===== config.mk =====
export PLATFORM = sky130hd
export DESIGN_NAME = pi_sweep_center_finder
export DESIGN_NICKNAME = d
export VERILOG_FILES = /design/src/rtl/pi_sweep_center_finder.sv
export SDC_FILE = /design/constraint.sdc
export NUM_CORES = 1
export LEC_CHECK = 0
export ABC_AREA = 0
export BUFFER_PORTS_ARGS = -buffer_cell sky130_fd_sc_hd__buf_2
export CAP_MARGIN = 15
export CORE_MARGIN = 2
export CORE_UTILIZATION = 50
export DETAILED_ROUTE_END_ITERATION = 7
export GPL_ROUTABILITY_DRIVEN = 0
export PLACE_DENSITY = 0.74
export SETUP_SLACK_MARGIN = 0.4
export SKIP_CTS_REPAIR_TIMING = 1
export SLEW_MARGIN = 10
export SYNTH_ARGS = -nofsm -noshare
export SYNTH_HDL_FRONTEND = slang
export SYNTH_SLANG_ARGS = --single-unit

===== constraint.sdc =====
create_clock -name clk -period 2.5 [get_ports clk]
set_clock_uncertainty 0.1 [all_clocks]
set_input_delay 0.25 -clock clk [delete_from_list [all_inputs] [get_ports clk]]
set_output_delay 0.25 -clock clk [all_outputs]
set_load 0.005 [all_outputs]

===== src/rtl/pi_sweep_center_finder.sv =====
// PI sweep engine for MBTRAIN center-cal.
// Steps the PI code over its full range and runs one point test per code.
// Tracks the widest contiguous window where all lanes pass, parks the PI on
// that window's center, and acknowledges the center-cal FSM.
//
// state  | meaning
// -------+---------------------------------------------------------------
// IDLE   | waiting for i_en; run tracking cleared on exit
// APPLY  | PI code driven, settle down-counter running
// TEST   | o_pt_start pulsed on entry, waiting for i_pt_done
// EVAL   | fold latched pass/fail into run tracking, advance code
// CENTER | derive center code / no-eye flag from the best window
// DONE   | o_sweep_done held, PI parked on the center code
module pi_sweep_center_finder #(
  parameter int PI_W          = 4,
  parameter int NUM_LANES     = 16,
  parameter int SETTLE_CYCLES = 4
) (
  input  logic                 clk,
  input  logic                 rst_n,
  input  logic                 i_en,
  input  logic                 i_pt_done,
  input  logic [NUM_LANES-1:0] i_lanes_result,
  input  logic [NUM_LANES-1:0] i_lane_mask,
  output logic                 o_pt_start,
  output logic [PI_W-1:0]      o_pi_step,
  output logic [PI_W-1:0]      o_center_code,
  output logic                 o_no_eye,
  output logic                 o_sweep_done
);

  localparam int CNT_W = (SETTLE_CYCLES > 1) ? $clog2(SETTLE_CYCLES) : 1;
  localparam logic [CNT_W-1:0] SETTLE_LOAD = CNT_W'(SETTLE_CYCLES - 1);
  localparam logic [PI_W-1:0]  CODE_MAX    = '1;

  typedef enum logic [2:0] {
    S_IDLE,
    S_APPLY,
    S_TEST,
    S_EVAL,
    S_CENTER,
    S_DONE
  } state_t;

  state_t           state;
  logic [PI_W-1:0]  code;
  logic [CNT_W-1:0] settle_cnt;
  logic             pass_q;
  logic [PI_W-1:0]  cur_start;
  logic [PI_W-1:0]  best_start;
  logic [PI_W:0]    cur_len;
  logic [PI_W:0]    best_len;

  logic             pass_now;
  logic [PI_W:0]    new_len;
  logic [PI_W-1:0]  new_start;
  logic [PI_W:0]    half_len;
  logic [PI_W:0]    center_sum;

  // Masked-out lanes count as passing; run extension and center arithmetic.
  always_comb begin
    pass_now   = &(i_lanes_result | ~i_lane_mask);
    new_len    = cur_len + (PI_W+1)'(1);
    new_start  = (cur_len == '0) ? code : cur_start;
    half_len   = (best_len - (PI_W+1)'(1)) >> 1;
    center_sum = (PI_W+1)'(best_start) + half_len;
  end

  // Sweep sequencer; dropping i_en clears everything ahead of any other event.
  always_ff @(posedge clk or negedge rst_n) begin
    if (!rst_n) begin
      state         <= S_IDLE;
      code          <= '0;
      settle_cnt    <= '0;
      pass_q        <= 1'b0;
      cur_start     <= '0;
      best_start    <= '0;
      cur_len       <= '0;
      best_len      <= '0;
      o_pt_start    <= 1'b0;
      o_pi_step     <= '0;
      o_center_code <= '0;
      o_no_eye      <= 1'b0;
      o_sweep_done  <= 1'b0;
    end else if (!i_en) begin
      state         <= S_IDLE;
      code          <= '0;
      settle_cnt    <= '0;
      pass_q        <= 1'b0;
      cur_start     <= '0;
      best_start    <= '0;
      cur_len       <= '0;
      best_len      <= '0;
      o_pt_start    <= 1'b0;
      o_pi_step     <= '0;
      o_center_code <= '0;
      o_no_eye      <= 1'b0;
      o_sweep_done  <= 1'b0;
    end else begin
      case (state)
        S_IDLE: begin
          code       <= '0;
          cur_start  <= '0;
          best_start <= '0;
          cur_len    <= '0;
          best_len   <= '0;
          o_pi_step  <= '0;
          settle_cnt <= SETTLE_LOAD;
          state      <= S_APPLY;
        end
        S_APPLY: begin
          if (settle_cnt == '0) begin
            o_pt_start <= 1'b1;
            state      <= S_TEST;
          end else begin
            settle_cnt <= settle_cnt - CNT_W'(1);
          end
        end
        S_TEST: begin
          o_pt_start <= 1'b0;
          // A done coincident with our own start pulse cannot belong to this test.
          if (!o_pt_start && i_pt_done) begin
            pass_q <= pass_now;
            state  <= S_EVAL;
          end
        end
        S_EVAL: begin
          if (pass_q) begin
            cur_start <= new_start;
            cur_len   <= new_len;
            // Strict compare keeps the earliest of equally wide windows.
            if (new_len > best_len) begin
              best_start <= new_start;
              best_len   <= new_len;
            end
          end else begin
            cur_len <= '0;
          end
          if (code == CODE_MAX) begin
            state <= S_CENTER;
          end else begin
            code       <= code + PI_W'(1);
            o_pi_step  <= code + PI_W'(1);
            settle_cnt <= SETTLE_LOAD;
            state      <= S_APPLY;
          end
        end
        S_CENTER: begin
          if (best_len == '0) begin
            o_no_eye      <= 1'b1;
            o_center_code <= '0;
            o_pi_step     <= '0;
          end else begin
            o_no_eye      <= 1'b0;
            o_center_code <= PI_W'(center_sum);
            o_pi_step     <= PI_W'(center_sum);
          end
          o_sweep_done <= 1'b1;
          state        <= S_DONE;
        end
        S_DONE: begin
          o_sweep_done <= 1'b1;
        end
        default: state <= S_IDLE;
      endcase
    end
  end

endmodule


Word-level counts from Yosys, hierarchy flattened. Cells that the tools add are included.

Flip-flop bits (word level): 39. Latch bits: 0. Bits in writable memories: 0. Bits in read-only memories: 0. Input bits: 36. Output and inout port bits: 11. Word-level logic and storage cells: 101. Memories kept: 0.

Add/subtract/negate cells: 5. Multipliers: 0. Divide/modulo/power cells: 0. $lt $le $gt $ge: 1. Equality and inequality tests: 21. Shifts and indexed selects: 0. Multiplexer cells: 43. Bitwise logic cells: 2. Reduce and logical (&&, ||, !) cells: 16.

Operator list (count): 4-bit 2-to-1 mux (12); 5-bit 2-to-1 mux (5); 4-bit one-hot mux with 2 select lines (3); 5-bit one-hot mux with 2 select lines (2); 3-bit != test, second input constant (6); 3-bit one-hot mux with 6 select lines (1); 16-bit inverter (1); 16-bit bitwise OR (1); 16-bit AND reduction (1); 3-bit 2-to-1 mux (4); 4-bit one-hot mux with 3 select lines (1); 5-bit logical NOT (2); 1-bit 2-to-1 mux (10); 2-bit AND reduction (5); 3-bit AND reduction (3); 4-bit by 1-bit != test with 1-bit output, second input constant (2); 3-bit by 2-bit == test with 1-bit output, second input constant (2); 3-bit == test, second input constant (2); 2-bit 2-to-1 mux (3); 2-bit by 1-bit != test with 1-bit output, second input constant (3); 3-bit by 1-bit != test with 1-bit output, second input constant (2); 2-bit one-hot mux with 3 select lines (1); 5-bit by 1-bit adder with 5-bit output, second input constant (1); 5-bit > comparator (1); other kinds (13) (14).

Logic depth before layout (Yosys ltp). Gate-level depths: netlist of the first run.

Word-level depth: 6. Depth in mapped cells: 10. Gate-level depth less buffers: 10.

Least setup slack after synthesis of the first run. OpenSTA, ideal clock, no wires.

Path kind: reg2reg. Start point: reg cur_len[0]. End point: reg best_len[1]. Arrival time: 2.365 ns. Slack: -0.032 ns. Cell stages (with the launch flop): 10. Path buffers: 0. Period minus slack after synthesis: 2.532 ns. Cells stage by stage: dfrtp_1 ha_1 nor2b_1 or2_2 ha_1 a211oi_1 nor2_1 o32a_1 o21ai_4 a32o_1.

Longest elaborated chain between the ends: 5.

Ends and longest elaborated chain: start: declaration (line 51) `logic [PI_W:0] cur_len;`; start signal: assignment (line 130) `cur_len <= new_len;`; 5-bit by 1-bit adder with 5-bit output (*) (line 63) `new_len = cur_len + (PI_W+1)'(1);`; branches (longest 4 deep; another with 5-bit > comparator); end signal: assignment (line 134) `best_len <= new_len;`; end: declaration (line 52) `logic [PI_W:0] best_len;`.

Every way passes the cells marked *. The select of a mux whose other input is x is not followed. A chain may end at the register's enable or synchronous reset.

Final worst setup path of the first run. Same ends and word-level chain as after synthesis.

==> results of run 1 <==
worst max-delay path, stage by stage, from the launching register on:
cell and delay (ns):
dfrtp_1 0.43, buf_6 0.15, nand3_1 0.10, xor2_1 0.20, inv_1 0.06, ha_1 0.29
nand4_1 0.13, nor2_1 0.05, o32a_1 0.43, o21ai_2 0.24, a32o_1 0.16
cell families after synthesis:
family,count (synthesis),synth area share
simple gates,82,0.1927
compound gates,65,0.2006
flops,39,0.4129
buf+inv,28,0.04764
fa+ha+maj,14,0.07729
mux,9,0.03917
xor+xnor,8,0.02965
worst min-delay path by stage:
stage | cells after the start | to
floorplan | 0 | best_len[0]
finish | 1 | o_center_code[1]
detailed placement | 1 | best_len[2]
global route | 1 | o_center_code[1]
CTS | 1 | best_start[2]
global placement | 1 | best_len[2]
stage by stage:
stage,area (um2),worst slack (ns)
after floorplan,2406,0.1942
after global placement,2693,0.1540
after detailed placement,2693,0.06986
after CTS,2805,0.03452
after global routing,2955,0.01756
final,2955,0.1021
registers in the layout, summed over array words and instances, names as in the netlist:
register / count
best_len: 5
best_start: 4
code: 4
cur_len: 5
cur_start: 4
o_center_code: 4
o_no_eye: 1
o_pi_step: 4
o_pt_start: 1
o_sweep_done: 1
pass_q: 1
settle_cnt: 2
state: 3
metal layers:
| layer | GRT usage | vias up |
|---|---|---|
| met5 | 0 | - |
| met4 | 0.06173 | 0 |
| met3 | 0.04006 | 9 |
| met2 | 0.3323 | 62 |
| met1 | 0.2713 | 936 |
| li1 | - | 987 |
synth_stat cells, types with 3 or more instances:
| cell | number |
|---|---|
| dfrtp_1 | 39 |
| inv_1 | 20 |
| nand2_1 | 18 |
| o21ai_1 | 17 |
| nand2b_1 | 16 |
| nor2_1 | 15 |
| ha_1 | 13 |
| a21oi_1 | 10 |
| o2bb2ai_1 | 8 |
| mux2i_1 | 7 |
| buf_2 | 6 |
| xor2_1 | 6 |
| a22o_1 | 5 |
| nand3_1 | 5 |
| nor2b_1 | 5 |
| nor3_1 | 5 |
| a31oi_1 | 4 |
| o2111ai_1 | 4 |
| and2b_1 | 3 |
| and3_1 | 3 |
| nand4_1 | 3 |
layout make-up:
class / instances / area, um2 / share of cell area
Sequential cell: 39 / 977.2 / 0.3307
Inverter: 21 / 78.83 / 0.02667
Timing Repair Buffer: 57 / 316.6 / 0.1071
Multi-Input combinational cell: 179 / 1403 / 0.4746
Tap cell: 54 / 67.56 / 0.02286
Clock buffer: 5 / 68.82 / 0.02329
Clock inverter: 3 / 43.79 / 0.01482
placed cells by master, fill, tap and decap left out, types with 2 or more instances in the layout:
cell type	count
nor3_1	4
nor2_1	14
nand4_1	3
a31oi_1	4
nand2b_1	16
inv_1	17
a21o_1	2
a21oi_1	9
a32o_1	2
mux2_2	2
ha_1	9
nand2_1	18
clkbuf_8	5
buf_2	46
nand3_1	4
mux2i_1	6
and3_1	3
xor2_1	4
o21ai_1	18
nor2b_1	4
o2111ai_1	4
o2bb2ai_1	8
and2b_1	3
xor2_2	2
buf_4	10
xnor2_1	2
inv_2	4
o21ai_2	3
a22o_1	5
ha_4	4
dfrtp_1	38
power by group through the flow:
stage               Sequential, mW  Combinational [mW]  Clock, mW
floorplan                    0.668               0.128          0
CTS                          0.668               0.182      0.540
finish                       0.669               0.186      0.535
global route                 0.671               0.209      0.569
global placement             0.679               0.177          0
detailed placement           0.680               0.181          0
==> run metrics, run 1 <==
vias in the first global route approximately 1800; Primary FF master, synth dfrtp_1; Fmax 0.4170 GHz; Post-Syn Instances between 200 and 250; Syn Nets ~300; area delta synth->final 25.04%; Worst-Skew Late Latency around 0.3 ns; initial antenna violation count 0; ANT nets after route 0; Crit. Startpoint cur_len[0]; critical path class flop to flop; Leak approximately 1.4 nW; Die W roughly 73 um; H-tree levels 2; Relative slew margins 0.4138; Met1 Routed Length approximately 2.4 mm; Yosys top cell area share 0.4129; largest cells by area after synthesis dfrtp_1 41%, ha_1 6.9%, nand2b_1 4.2%, o21ai_1 3.6%, inv_1 3.2%; WP data arrival between 2 and 3 ns; Ys Warns 0; Seq cells post-synth 39; Clk pwr share 0.385; met3 routed WL 247 um; share of layout cells above drive strength 1 0.3191; pin count of the biggest net entering global routing 40; Sw Ratio 0.2643; CTS tree built; GRT Total Usage 0.2025; Cells after DPL approximately 340; Layout fillers 376; Max rail drop VDD about 0.00022 V; Combinational Power Share 0.134; Vias/cell 5.570; CP endpoint kind flop; WL final between 5 and 6 mm; RSZ-0062 raised after global routing true; RR Endpoint best_len[1]; met2 wire len between 2 and 2.5 mm; Die ar. 5293 um2; Initial Utilization 0.5105; area leader, netlist dfrtp_1; total power roughly 1.4 mW; IO Port Bufs 46; # diodes 0; DR pass1 iterations 4; RR Startpoint cur_len[0]; status finished, violations left; top sig layer met4; async set-reset flop share out of synthesis 1.000; clk sinks 39; synthesized area roughly 2400 um2; CTS buffer count 5; Core Region roughly 4600 um2; final core utilization 0.6384; DRT iter0 DRCs roughly 120; EDFF count, synth 0; min Tclk post-route around 2.4 ns; hpwl dp roughly 3.7 mm; Final Net Count about 350; Worst R2R Setup Slack 0.10 ns; Power Density ~470 nW/um2; Startpoint Class flop; required time of the worst setup path between 2 and 3 ns; ratio of final minimum period to clock period 0.9591; failing checks hold timing; DR WL/cell 14.42 um; Yosys cell types between 40 and 50; worst reg2reg path depth 10; IO Pins 47; grt total ovfl 0; register area share after synthesis 0.4129; sw power between 0.3 and 0.4 mW; Max Root-Sink Buffers 2; via count around 2000; CTS root buf clkbuf_8; final cell count without fillers roughly 360; hold_ws -0.03580 ns; Syn Area/Cell between 9 and 10 um2; total internal power between 1 and 1.5 mW; Slew Viols, Final 0; Die H about 73 um; Tightest Hold Check Type input port to async pin; # rows 25; # setup viols final 0; clk slew on worst S/H paths roughly 0.090 ns; Worst Path Max Fanout 6; number of max-cap violations 0; CP Capture Point best_len[1]; Final Hold Viols 39; first-pass GRT wire length around 8.3 mm; slew at the pin closest to its max-slew limit 0.8793 ns; final setup TNS 0 ns; Seq pwr share 0.481; DRC 0
(Power assumes the default switching activity.)
==> run 2, diff against run 1 <==
--- a/config.mk
+++ b/config.mk
@@ -12,7 +12,7 @@
 export CORE_UTILIZATION = 50
 export DETAILED_ROUTE_END_ITERATION = 7
 export GPL_ROUTABILITY_DRIVEN = 0
-export PLACE_DENSITY = 0.74
+export PLACE_DENSITY = 0.76
 export SETUP_SLACK_MARGIN = 0.4
 export SKIP_CTS_REPAIR_TIMING = 1
 export SLEW_MARGIN = 10
==> run metrics, run 2 (synthesis results as in run 1) <==
status finished, violations left; failing checks hold timing; commonest non-fill, non-tap cells in the layout 46 x buf_2, 38 x dfrtp_1, 19 x inv_1; Initial Utilization 0.5105; Die W a little over 70 um; area delta synth->final 23.56%; clk sinks 39; Leak ~1.4 nW; final setup TNS 0 ns; pin count of the biggest net entering global routing 40; IO Port Bufs 46; Slew Viols, Final 0; slew at the pin closest to its max-slew limit around 0.86 ns; pre-CTS WS around 0.069 ns; Max rail drop VDD about 0.00024 V; Cells after DPL between 300 and 400; DRC 0; Worst Path Max Fanout 5; hpwl dp 3.798 mm; Vias/cell roughly 5.6; DR pass1 iterations 5; Die H 72.76 um; Startpoint Class flop; initial antenna violation count 0; ANT nets after route 0; CTS buffer count 5; CTS tree built; Power Density 471.3 nW/um2; vias in the first global route 1863; GRT Total Usage 0.2042; Die ar. between 5000 and 6000 um2; DR WL/cell 14.88 um; DRT iter0 DRCs 160; CP endpoint kind flop; share of layout cells above drive strength 1 0.3023; CTS root buf clkbuf_8; WL final 5.284 mm; Layout fillers roughly 380; most common cell after layout, fill and taps aside buf_2; setup ws final ~0.12 ns; critical path class flop to flop; hold_ws -0.02485 ns; ratio of final minimum period to clock period 0.9519; IO Pins 47; RR Startpoint cur_len[0]; number of max-cap violations 0; total power approximately 1.4 mW; Crit. Startpoint cur_len[0]; Relative slew margins 0.4270; RSZ-0062 raised after global routing true; required time of the worst setup path 2.60 ns; WP data arrival roughly 2.5 ns; min Tclk post-route about 2.4 ns; final core utilization 0.6308; Final Hold Viols 39; H-tree levels 2; Max Root-Sink Buffers 2; worst reg2reg path depth 9; via count 2002; first-pass GRT wire length approximately 8.4 mm; Fmax 0.4202 GHz; Regs by FF count best_len (5), cur_len (5); CP Capture Point best_start[3]; clk slew on worst S/H paths about 0.08 ns; Worst R2R Setup Slack 0.12 ns; # setup viols final 0; RR Endpoint best_start[3]; Core Region roughly 4600 um2; # rows 25; # diodes 0; Worst-Skew Late Latency around 0.29 ns; grt total ovfl 0; final cell count without fillers around 360; Tightest Hold Check Type input port to async pin; Final Net Count 350
-- run 2: power breakdown --
group          switching (mW)  internal, mW
clock                   0.225         0.297
combinational           0.107        0.0801
sequential             0.0231         0.645
total                   0.354          1.02
-- run 2: how the worst min path moves through the flow --
stage | from | to | slack, ns
5_1_grt | rst_n | cur_start[2] | 0.04
4_1_cts | rst_n | pass_q | -0.0005
6_report | rst_n | cur_len[4] | -0.02
2_1_floorplan | rst_n | best_len[0] | -0.15
3_3_place_gp | rst_n | best_len[3] | 0.31
3_5_place_dp | rst_n | best_len[3] | 0.32
-- run 2: through the flow --
| stage | hold slack (ns) | instance area [um2] |
|---|---|---|
| 6_report | -0.02485 | 2920 |
| 4_1_cts | -0.0005013 | 2798 |
| 5_1_grt | 0.04316 | 2920 |
| 3_5_place_dp | 0.3170 | 2685 |
| 2_1_floorplan | -0.1456 | 2406 |
| 3_3_place_gp | 0.3141 | 2685 |
-- run 2: final cells by class --
cell class / instances / area, um2 / area share
multi-input combinational: 179 / 1390 / 0.4760
inverter: 21 / 78.83 / 0.02699
sequential: 39 / 977.2 / 0.3346
tap: 54 / 67.56 / 0.02314
clock inverter: 3 / 43.79 / 0.01500
timing repair buffer: 54 / 294.0 / 0.1007
clock buffer: 5 / 68.82 / 0.02356
-- run 2: metal layers --
layer / track usage / share of wire / vias up
met2: 0.3515 / 0.51 / 56
met3: 0.02486 / 0.029 / 6
met4: 0.06584 / 0.010 / 0
met5: 0 / 0 / -
li1: - / - / 987
met1: 0.2671 / 0.45 / 953
-- run 2: worst max-delay path: stages, from the launching register on --
cell	delay, ns
dfrtp_1	0.43
ha_4	0.20
nor2b_4	0.13
or2_4	0.24
ha_4	0.22
a211oi_2	0.18
nor2_1	0.08
o32a_4	0.36
o21ai_4	0.20
o2bb2ai_1	0.15
==> run 3, diff against run 2 <==
--- a/config.mk
+++ b/config.mk
@@ -8,6 +8,7 @@
 export ABC_AREA = 0
 export BUFFER_PORTS_ARGS = -buffer_cell sky130_fd_sc_hd__buf_2
 export CAP_MARGIN = 15
+export CORE_ASPECT_RATIO = 0.6
 export CORE_MARGIN = 2
 export CORE_UTILIZATION = 50
 export DETAILED_ROUTE_END_ITERATION = 7
==> run metrics, run 3 (synthesis results as in run 1) <==
status finished, violations left; failing checks hold timing; CTS root buf clkbuf_8; most common cell after layout, fill and taps aside buf_2; hold_ws -0.04378 ns; worst path buffer plus inverter count 2; ANT nets after route 0; Fmax approximately 0.42 GHz; WL final 5.797 mm; CTS tree built; DRC 0; Power Density about 470 nW/um2; number of max-cap violations 0; Slew Viols, Final 0; RSZ-0062 raised after global routing true; Die H approximately 57 um; area delta synth->final 27.85%; DR WL/cell roughly 16 um; slew at the pin closest to its max-slew limit around 0.86 ns; Die W 92.76 um; min Tclk post-route between 2 and 2.5 ns; Vias/cell 5.597; via count about 2000; IO Port Bufs between 40 and 50; clk slew on worst S/H paths 0.08 ns; Relative slew margins 0.4287; DRT iter0 DRCs between 100 and 150; final setup TNS 0 ns; H-tree levels 2; # diodes 0; first-pass GRT wire length between 9 and 10 mm; WP data arrival 2.49 ns; Max rail drop VDD 0.0002142 V; commonest non-fill, non-tap cells in the layout 46 x buf_2, 37 x dfrtp_1, 18 x nand2_1, 18 x o21ai_1, 16 x nand2b_1; Max Root-Sink Buffers 2; pin count of the biggest net entering global routing 40; RR Startpoint cur_len[0]; grt total ovfl 0; initial antenna violation count 0; share of layout cells above drive strength 1 0.3487; ratio of final minimum period to clock period 0.9412; CTS buffer count 5; Tightest Hold Check Type input port to async pin; vias in the first global route between 1500 and 2000; Core Region about 4600 um2; Initial Utilization 0.5178; Die ar. between 5000 and 6000 um2; required time of the worst setup path between 2 and 3 ns; critical path class flop to flop; final core utilization 0.6620; IO Pins 47; dpl cell area 2704 um2; CP endpoint kind flop; Leak 1.454 nW; hpwl dp about 4.3 mm; worst-path cell chain buf_4 -> nand3_1 -> xor2_1 -> inv_1 -> ha_1 -> nand4_1 -> nor2_1 -> o32a_4 -> o21ai_4 -> a32o_2; Final Net Count 353; # rows 19; Startpoint Class flop; Max stage delay cell, worst path dfrtp_1; Worst-Skew Late Latency 0.30 ns; Worst Path Max Fanout 5; clk sinks 39; GRT Total Usage 0.2254; Final Hold Viols 39; Regs by FF count best_len (5), cur_len (5); largest stage delay on the critical path between 0.4 and 0.5 ns; DR pass1 iterations 4; Final Instance Area 3022 um2; Crit. Startpoint cur_len[0]; Crit path max-delay family compound AO/OA/AOI/OAI gates; # setup viols final 0
[run 3: stage by stage]
step                      total power [mW]  setup WS [ns]  cells  hold slack, ns
after floorplan                     0.7959         0.1942    245         -0.1456
after global placement              0.8570         0.1407    350          0.3125
after detailed placement            0.8623        0.07091    350          0.3173
after CTS                            1.410        0.04838    358        -0.01198
after global routing                 1.463       0.003114    367         0.02751
final                                1.409         0.1470    367        -0.04378
[run 3: path summary, 6_finish.rpt]
check / to / slack [ns] / depth (start not counted)
setup / recovery: best_len[1] / 0.15 / 10
hold / removal: o_no_eye / -0.04 / 1
setup reg to reg: best_len[1] / 0.15 / 10
hold reg to reg: o_center_code[2] / 0.38 / 1
max in group asynchronous: cur_len[2] / 1.75 / 1
min in group clk: state[2] / 0.20 / 3
[run 3: area by class of cell]
class,instances,area (um2)
repair buffers,57,320.3
clock buffers,6,82.58
inverters,21,78.83
clock inverters,2,35.03
multi-input cells,179,1448
fillers,365,1543
well taps,63,78.83
flip-flops and latches,39,978.4
[run 3: routing by layer]
| layer | global-route usage | share of wire |
|---|---|---|
| met5 | 0 | 0 |
| met4 | 0.08193 | 0.014 |
| met3 | 0.04095 | 0.063 |
| met2 | 0.3126 | 0.44 |
| met1 | 0.3522 | 0.49 |
[run 3: report_power, final]
group | switching [mW] | internal (mW) | leakage, nW
Clock | 0.232 | 0.323 | 0.0612
Combinational | 0.106 | 0.0795 | 0.857
Sequential | 0.0237 | 0.645 | 0.536
Total | 0.362 | 1.05 | 1.45
